`src/rtl/cms_pix28_pkg.sv`:
```
// cms_pix28_pkg
// Shared definitions for the pixel-configuration shift sequencer:
//   - state encodings of the serialiser FSM
//   - default configuration word length and divider width
package cms_pix28_pkg;

  localparam int CFG_BITS_DEFAULT = 768;
  localparam int DIV_W_DEFAULT    = 8;

  localparam logic [2:0] ST_IDLE     = 3'd0;
  localparam logic [2:0] ST_SHIFT_LO = 3'd1;
  localparam logic [2:0] ST_SHIFT_HI = 3'd2;
  localparam logic [2:0] ST_GAP      = 3'd3;
  localparam logic [2:0] ST_LOAD     = 3'd4;
  localparam logic [2:0] ST_TAIL     = 3'd5;

  typedef enum logic [2:0] {
    IDLE     = ST_IDLE,
    SHIFT_LO = ST_SHIFT_LO,
    SHIFT_HI = ST_SHIFT_HI,
    GAP      = ST_GAP,
    LOAD     = ST_LOAD,
    TAIL     = ST_TAIL
  } cms_state_t;

endpackage

```
`src/rtl/cfg_halfper_timer.sv`:
```
// cfg_halfper_timer
// Phase timer for the config serialiser. A load strobe starts a phase of
// half_i cycles; tick_o is high on the last cycle of that phase.
// Ports:
//   pl_clk1  in   clock
//   reset    in   synchronous active-high reset
//   load_i   in   start a new phase on the next cycle
//   half_i   in   phase length in cycles (caller guarantees >= 1)
//   tick_o   out  high while the current phase is on its last cycle
module cfg_halfper_timer #(
  parameter int DIV_W = 8
) (
  input  logic             pl_clk1,
  input  logic             reset,
  input  logic             load_i,
  input  logic [DIV_W-1:0] half_i,
  output logic             tick_o
);

  logic [DIV_W-1:0] count;

  // Count down from half_i-1 to 0. Reloading every phase means the
  // maximum divider value never has to wrap through zero.
  always_ff @(posedge pl_clk1) begin
    if (reset) begin
      count <= '0;
    end else if (load_i) begin
      count <= half_i - DIV_W'(1);
    end else if (count != '0) begin
      count <= count - DIV_W'(1);
    end
  end

  assign tick_o = (count == '0);

endmodule

```
`src/rtl/config_shift_sequencer.sv`:
```
// config_shift_sequencer
// Serialises one configuration word MSB first as a config_clk / config_in /
// config_load waveform. Every output comes straight from a flop so the
// downstream ODDR stage sees clean, registered launches.
// Ports:
//   pl_clk1        in   sole clock
//   reset          in   synchronous active-high reset
//   start_i        in   begin a transfer (ignored while busy)
//   abort_i        in   cancel a transfer in progress
//   cfg_word_i     in   word captured on the accepted start cycle
//   clk_div_i      in   half period in pl_clk1 cycles, 0 behaves as 1
//   config_clk_o   out  serial clock
//   config_in_o    out  serial data
//   config_load_o  out  latch pulse after the last bit
//   busy_o         out  transfer in progress
//   done_o         out  one-cycle pulse on normal completion
module config_shift_sequencer
  import cms_pix28_pkg::*;
#(
  parameter int CFG_BITS = CFG_BITS_DEFAULT,
  parameter int DIV_W    = DIV_W_DEFAULT
) (
  input  logic                pl_clk1,
  input  logic                reset,
  input  logic                start_i,
  input  logic                abort_i,
  input  logic [CFG_BITS-1:0] cfg_word_i,
  input  logic [DIV_W-1:0]    clk_div_i,
  output logic                config_clk_o,
  output logic                config_in_o,
  output logic                config_load_o,
  output logic                busy_o,
  output logic                done_o
);

  localparam int CNT_W = (CFG_BITS > 1) ? $clog2(CFG_BITS) : 1;
  localparam logic [CNT_W-1:0] LAST_IDX = CNT_W'(CFG_BITS - 1);

  cms_state_t          state;
  logic [CFG_BITS-1:0] shreg;
  logic [CNT_W-1:0]    bit_cnt;
  logic [DIV_W-1:0]    half_q;
  logic                load_second;

  logic [DIV_W-1:0]    half_start;
  logic [DIV_W-1:0]    timer_half;
  logic                timer_load;
  logic                tick;

  // In IDLE the timer is primed with the divider presented alongside
  // start; afterwards it only ever sees the captured value, so divider
  // changes mid-transfer are invisible.
  assign half_start = (clk_div_i == '0) ? DIV_W'(1) : clk_div_i;
  assign timer_half = (state == IDLE) ? half_start : half_q;
  assign timer_load = (state == IDLE) ? start_i : tick;

  cfg_halfper_timer #(.DIV_W(DIV_W)) u_timer (
    .pl_clk1 (pl_clk1),
    .reset   (reset),
    .load_i  (timer_load),
    .half_i  (timer_half),
    .tick_o  (tick)
  );

  // Main sequencer: outputs are assigned together with the state they
  // belong to, so each output flop already holds the value of the phase
  // being entered. LOAD spans two timer phases, tracked by load_second.
  always_ff @(posedge pl_clk1) begin
    if (reset) begin
      state         <= IDLE;
      shreg         <= '0;
      bit_cnt       <= '0;
      half_q        <= '0;
      load_second   <= 1'b0;
      config_clk_o  <= 1'b0;
      config_in_o   <= 1'b0;
      config_load_o <= 1'b0;
      busy_o        <= 1'b0;
      done_o        <= 1'b0;
    end else begin
      done_o <= 1'b0;
      if (state == IDLE) begin
        if (start_i) begin
          state        <= SHIFT_LO;
          shreg        <= cfg_word_i;
          bit_cnt      <= LAST_IDX;
          half_q       <= half_start;
          load_second  <= 1'b0;
          config_clk_o <= 1'b0;
          config_in_o  <= cfg_word_i[CFG_BITS-1];
          busy_o       <= 1'b1;
        end
      end else if (abort_i) begin
        state         <= IDLE;
        shreg         <= '0;
        bit_cnt       <= '0;
        load_second   <= 1'b0;
        config_clk_o  <= 1'b0;
        config_in_o   <= 1'b0;
        config_load_o <= 1'b0;
        busy_o        <= 1'b0;
      end else if (tick) begin
        case (state)
          SHIFT_LO: begin
            state        <= SHIFT_HI;
            config_clk_o <= 1'b1;
          end
          SHIFT_HI: begin
            config_clk_o <= 1'b0;
            if (bit_cnt != '0) begin
              state       <= SHIFT_LO;
              shreg       <= shreg << 1;
              bit_cnt     <= bit_cnt - CNT_W'(1);
              config_in_o <= shreg[CFG_BITS-2];
            end else begin
              state       <= GAP;
              config_in_o <= 1'b0;
            end
          end
          GAP: begin
            state         <= LOAD;
            load_second   <= 1'b0;
            config_load_o <= 1'b1;
          end
          LOAD: begin
            if (!load_second) begin
              load_second <= 1'b1;
            end else begin
              state         <= TAIL;
              load_second   <= 1'b0;
              config_load_o <= 1'b0;
            end
          end
          TAIL: begin
            state  <= IDLE;
            busy_o <= 1'b0;
            done_o <= 1'b1;
          end
          default: begin
            state         <= IDLE;
            config_clk_o  <= 1'b0;
            config_in_o   <= 1'b0;
            config_load_o <= 1'b0;
            busy_o        <= 1'b0;
          end
        endcase
      end
    end
  end

endmodule
```
`config.mk`:
```
export PLATFORM = sky130hd
export DESIGN_NAME = config_shift_sequencer
export DESIGN_NICKNAME = d
export VERILOG_FILES = /design/src/rtl/cms_pix28_pkg.sv /design/src/rtl/cfg_halfper_timer.sv /design/src/rtl/config_shift_sequencer.sv
export SDC_FILE = /design/constraint.sdc
export NUM_CORES = 2
export LEC_CHECK = 0
export ABC_AREA = 1
export CORE_AREA = 5 5 299 301
export CTS_CLUSTER_DIAMETER = 100
export DETAILED_ROUTE_END_ITERATION = 12
export DIE_AREA = 0 0 304 306
export PLACE_DENSITY = 0.8
export SYNTH_ARGS = -nofsm -noshare
export SYNTH_HDL_FRONTEND = slang
export SYNTH_HIERARCHICAL = 1
export SYNTH_SLANG_ARGS = --single-unit
```
`constraint.sdc`:
```
create_clock -name pl_clk1 -period 5.5 [get_ports pl_clk1]
set_clock_uncertainty 0.1 [all_clocks]
set_input_delay 1.1 -clock pl_clk1 [delete_from_list [all_inputs] [get_ports pl_clk1]]
set_output_delay 1.1 -clock pl_clk1 [all_outputs]
set_load 0.05 [all_outputs]
```
### Word-level counts from Yosys, hierarchy flattened

Index checks and enable logic that the tools add are counted.

| storage, ports and cells | value |
|---|---|
| bits of input ports | 780 |
| word-level logic and storage cells | 102 |
| output and inout port bits | 5 |
| flip-flop bits (word level) | 802 |

| cells by class | value |
|---|---|
| reduce and logical (&&, ||, !) cells | 24 |
| add/sub/neg operators | 3 |
| bitwise gates (word level) | 2 |
| eq/ne operators | 12 |
| muxes and demuxes | 50 |

Operators with widths:

| cell | count |
|---|---|
| $mux W767 | 6 |
| $mux W10 | 6 |
| $mux W8 | 4 |
| $mux W1 | 23 |
| $logic_not A8 Y1 | 2 |
| $sub A8 B1 Y8 const B | 2 |
| $mux W3 | 5 |
| $reduce_and A3 Y1 | 5 |
| $pmux W3 S4 | 1 |
| $reduce_or A4 Y1 | 3 |
| $reduce_bool A10 Y1 | 1 |
| $sub A10 B1 Y10 const B | 1 |
| $ne A3 B1 Y1 const B | 3 |
| $reduce_bool A3 Y1 | 3 |
| $reduce_and A4 Y1 | 2 |
| $reduce_bool A8 Y1 | 1 |
| $eq A3 B2 Y1 const B | 2 |
| $eq A3 B3 Y1 const B | 2 |
| $pmux W1 S2 | 3 |
| $reduce_or A3 Y1 | 2 |
| $ne A4 B4 Y1 const B | 1 |
| $reduce_bool A2 Y1 | 2 |
| $reduce_bool A4 Y1 | 1 |
| $eq A3 B1 Y1 const B | 1 |
| other kinds (8) | 9 |

### Longest topological paths before layout

| logic depth | value |
|---|---|
| depth after elaboration | 6 |
| gate-level depth with buffers | 19 |
| gate-level depth less buffers | 17 |

### Modules after synthesis

Netlist, hierarchy kept.

By module, submodules not included:

| module | seq. area each (um^2) | cells an instance | area an instance (um^2) | instances |
|---|---|---|---|---|
| config_shift_sequencer | 15,895.2 | 6,050 | 37,262.0 | 1 |
| cfg_halfper_timer | 160.2 | 83 | 535.5 | 1 |

### Worst setup path after synthesis

Ideal clock, no wire load.

| timing | value |
|---|---|
| path type | input to register |
| start point | input port start_i |
| end point | register u_timer.count[6] |
| slack | 2,419 ps |
| stages on the path | 18 |
| arrival | 2,858 ps |
| required time | 5,278 ps |
| setup time | 122 ps |
| cells stage by stage | inv_1 -> nor2_1 -> inv_1 -> clkbuf_1 -> o21ai_0 -> buf_6 -> inv_6 -> nor2_1 -> nor2_2 -> inv_1 -> ha_1 -> inv_1 -> nor2_2 -> nand3_1 -> nand2_1 -> inv_1 -> nor2_1 -> nor2_1 |

| on the way | value |
|---|---|
| cells in the longest elaborated chain, start to end | 2 |
| elaborated cells between the ends (all ways) | 3 |

RTL lines:

| what | RTL line | source |
|---|---|---|
| start, declared | config_shift_sequencer.sv:25 | `input logic start_i,` |
| $mux W1 (*) | config_shift_sequencer.sv:55 | `assign timer_load = (state == IDLE) ? start_i : tick;` |
| net timer_load | config_shift_sequencer.sv:47 | `logic timer_load;` |
| $mux W8 / $reduce_bool A2 Y1 (equally long branches) | - |  |
| end signal, assigned | cfg_halfper_timer.sv:28 | `count <= half_i - DIV_W'(1);` |
| end signal, assigned | cfg_halfper_timer.sv:30 | `count <= count - DIV_W'(1);` |
| end, declared | cfg_halfper_timer.sv:20 | `logic [DIV_W-1:0] count;` |

The timed path passes the listed nets; every way through them passes the cells marked *.
A chain may end at the register's enable or synchronous reset.

### Worst setup path in the final report

| timing | value |
|---|---|
| start point | input port abort_i |
| end point | register shreg[462] |

| on the way | value |
|---|---|
| cells in the longest elaborated chain, start to end | 2 |
| elaborated cells between the ends (all ways) | 6 |

RTL lines:

| what | RTL line | source |
|---|---|---|
| start, declared | config_shift_sequencer.sv:26 | `input logic abort_i,` |
| $reduce_bool A3 Y1 (no line) / $mux W767 (equally long branches) | - |  |
| $reduce_and A4 Y1 (no line) / $mux W767 (equally long branches) | - |  |
| end signal, assigned | config_shift_sequencer.sv:85 | `shreg <= cfg_word_i;` |
| end signal, assigned | config_shift_sequencer.sv:112 | `shreg <= shreg << 1;` |
| end, declared | config_shift_sequencer.sv:40 | `logic [CFG_BITS-1:0] shreg;` |

Parallel ways exist; a longest one is shown, timed or not.

==> parameters.txt <==
Parameter                              Value

Status
  Outcome ... completed

Timing
  Setup Total Neg Slack ... 0 ps
  Setup violators final ... 0
  Final setup margin ... 1865 ps
  Worst max-slew margin expressed relative to the limit ... 15.65%
  Worst-case hold slack ... 353.2 ps
  RSZ-0062 raised after global routing ... false
  Final Hold Fails ... 0
  Period utilization ... 66.08%
  Shortest period the worst path allows ... 3635 ps
  Transition time at the pin with the least slew margin ... 1265 ps
  Count of final max-slew check failures ... 0
  Maximum clock rate ... 275.1 MHz

Global routing
  First-pass GRT wire length ... 185.7 mm
  Vias in the first global route ... 36090
  Initial antenna violation count ... 30
  Congestion Overflow GR ... 0
  All-layer global routing usage ... 23.67%
  Maximum number of pins on one net before global-route repair ... 235

Yosys
  Post-synthesis sequential element count ... 802
  Synth async-reset ratio ... 0%
  Mean instance size in the synthesized netlist ... 6.163 um2
  Share of synthesized area occupied by flip-flops and latches ... 42.48%
  Combined area of all synthesized cells ... 37800 um2
  Dominant register cell in the synthesized netlist ... sky130_fd_sc_hd__dfxtp_1
  Library cells used by synthesis ... 34
  Number of synthesis warnings ... 6
  Post-synthesis cell count ... 6133
  Net count after synthesis ... 6916
  EDFF count, synth ... 0

Finish
  Commonest non-fill, non-tap cells in the layout ... sky130_fd_sc_hd__nand2_1, sky130_fd_sc_hd__dfxtp_1, sky130_fd_sc_hd__a21oi_1, sky130_fd_sc_hd__clkdlybuf4s50_1, sky130_fd_sc_hd__clkbuf_16
  Area overhead of the layout relative to synthesis ... 28.61%
  Leading cell type in the layout, fill and taps excluded ... sky130_fd_sc_hd__nand2_1
  Proportion of layout cells with a drive suffix above 1 ... 3.315%
  Nets@finish ... 7412
  Fill count ... 8143

Worst setup path
  Most used cell, CP ... sky130_fd_sc_hd__nand2_1
  Slowest library cell on the worst path ... sky130_fd_sc_hd__clkdlybuf4s50_1
  Worst stage delay on the critical path ... 690 ps
  Required time at the worst-slack endpoint ... 5950 ps
  Crit Path Max Fanout ... 114
  Type of the worst setup path ... in2reg
  Worst Path Arrival ... 4090 ps
  Crit. End Element ... flop
  Ordered list of cells on the worst path ... clkdlybuf4s50_1, nor2_1, nand2_1, nand2_1, inv_2, nand3_4, inv_8, buf_4, nand2_1, a21oi_1
  Kind of start point of the critical path ... input pin
  Logic depth of the worst register-to-register path ... 14

Clocking
  Hold-fix buffers at CTS ... 0
  Clock net sink count ... 802
  Post-CTS setup buffer count ... 0
  Skew-Pair Late Insertion Delay ... 630 ps
  Total number of H-tree levels ... 3
  Root Driver ... sky130_fd_sc_hd__clkbuf_16
  CTS tree ... yes
  Clock transition at path regs ... 60 ps
  Total of cells resized after clock tree synthesis ... 0
  Number of buffers on the longest clock path ... 3
  Number of buffers inserted during clock tree synthesis ... 86

Run
  Number of maximum-capacitance violations ... 0

Power
  Pwr/cell area ... 582.3 nW/um2
  Static leakage ... 21.03 nW
  Worst supply voltage drop on vdd ... 0.6485 mV

Placement
  Place WS ... 1299 ps
  Half-perimeter wire length after placement ... 78.69 mm
  RePlAce Congestion ... 0.8910
  I/O Buffers ... 784

Floorplanning
  Die area ... 93020 um2
  Die span in x ... 304 um
  Die height ... 306 um
  Initial core utilization ... 43.77%
  Number of rows created at floorplan ... 108
  Std-Cell Core Area ... 86350 um2
  I/O pin cnt ... 785

Drt
  Final routed wirelength across all metal layers ... 119.2 mm
  Via count ... 39640
  Count of TritonRoute iterations in the first routing pass ... 5
  Vias per cell ... 5.033
  Average detailed-routed wire length per instance ... 15.13 um
  Detailed router's first-iteration violation count ... 4166
  Number of remaining DRC errors ... 0
  Post-DRT Antenna Nets ... 0

Min path
  Class of the worst hold path ... reg2reg
  Hold Crit Depth ... 2
[cell usage after synthesis, types with 2 or more instances]
cell type | n | area [um2]
sky130_fd_sc_hd__nor2_2 | 5 | 31.28
sky130_fd_sc_hd__nor3_1 | 2 | 10.01
sky130_fd_sc_hd__inv_2 | 4 | 15.01
sky130_fd_sc_hd__dfxtp_1 | 802 | 16060
sky130_fd_sc_hd__nor2_4 | 3 | 33.78
sky130_fd_sc_hd__nand3_1 | 21 | 105.1
sky130_fd_sc_hd__buf_4 | 59 | 442.9
sky130_fd_sc_hd__buf_2 | 173 | 865.8
sky130_fd_sc_hd__clkbuf_1 | 189 | 709.4
sky130_fd_sc_hd__xor2_1 | 2 | 17.52
sky130_fd_sc_hd__buf_1 | 4 | 15.01
sky130_fd_sc_hd__nand2_2 | 10 | 62.56
sky130_fd_sc_hd__a22o_1 | 2 | 17.52
sky130_fd_sc_hd__o21ai_0 | 27 | 135.1
sky130_fd_sc_hd__a31oi_1 | 2 | 12.51
sky130_fd_sc_hd__buf_6 | 9 | 101.4
sky130_fd_sc_hd__nand4_1 | 3 | 18.77
sky130_fd_sc_hd__ha_1 | 3 | 37.54
sky130_fd_sc_hd__nand2_1 | 3929 | 14750
sky130_fd_sc_hd__a21oi_1 | 794 | 3974
sky130_fd_sc_hd__nor2_1 | 35 | 131.4
sky130_fd_sc_hd__inv_1 | 43 | 161.4
[area by class of cell]
class,instances,area [um2],area share [%]
Multi-Input combinational cell,4848,19430,39.98
Sequential cell,802,16060,33.03
Timing Repair Buffer,842,8563,17.62
Clock buffer,127,2527,5.199
Tap cell,1155,1445,2.973
Clock inverter,29,319.1,0.6564
Inverter,49,203.9,0.4196
Antenna cell,25,62.56,0.1287
[registers in the layout, summed over array words and instances, names as in the netlist]
register       count
config_clk_o       1
shreg            767
half_q             8
bit_cnt           10
config_in_o        1
state              3
busy_o             1
u_timer/count      8
config_load_o      1
load_second        1
done_o             1
[per-layer routing]
metal  up-vias  share of wire [%]  GRT usage, %
met5         -              0.094             0
met4        14                3.9         10.59
met3       226                7.9         4.873
met2      1461                 47         39.24
met1     17990                 41         29.97
li1      19950                  -             -
[cell families after synthesis]
kind of cell	synth area share [%]
AND/OR/NAND/NOR	40.12
adder cells (fa/ha/maj)	0.09932
AO/OA/AOI/OAI	11.08
flip-flops	42.48
buffers and inverters	6.147
XOR/XNOR	0.06953
[critical path: cells and delay by family]
family | cells | cell delay [ps]
AO/OA/AOI/OAI | 1 | 140
buffers and inverters | 4 | 2010
AND/OR/NAND/NOR | 5 | 730
[final timing paths]
kind / from / end / slack (ps)
min: config_load_o / config_load_o / 350
min reg2reg: config_load_o / config_load_o / 350
max reg2reg: state[1] / u_timer/count[4] / 1960
max: abort_i / shreg[462] / 1870
[power breakdown]
part,switching [W],internal (W)
sequential,0.00112,0.00800
clock,0.00245,0.00335
combinational,0.00909,0.00429
total,0.0127,0.0156
[metrics by stage]
step                utilization (%)  total power [W]  instance area [um2]  instances
floorplan                         -          0.01943                37800       6133
global placement              52.93          0.02219                45700       7696
detailed placement            52.93          0.02247                45700       7696
CTS                           56.22          0.02836                48550       7852
global route                  56.29          0.03058                48600       7874
finish                        56.30          0.02831                48610       7877
No activity file was read; power rests on OpenSTA's default activity.
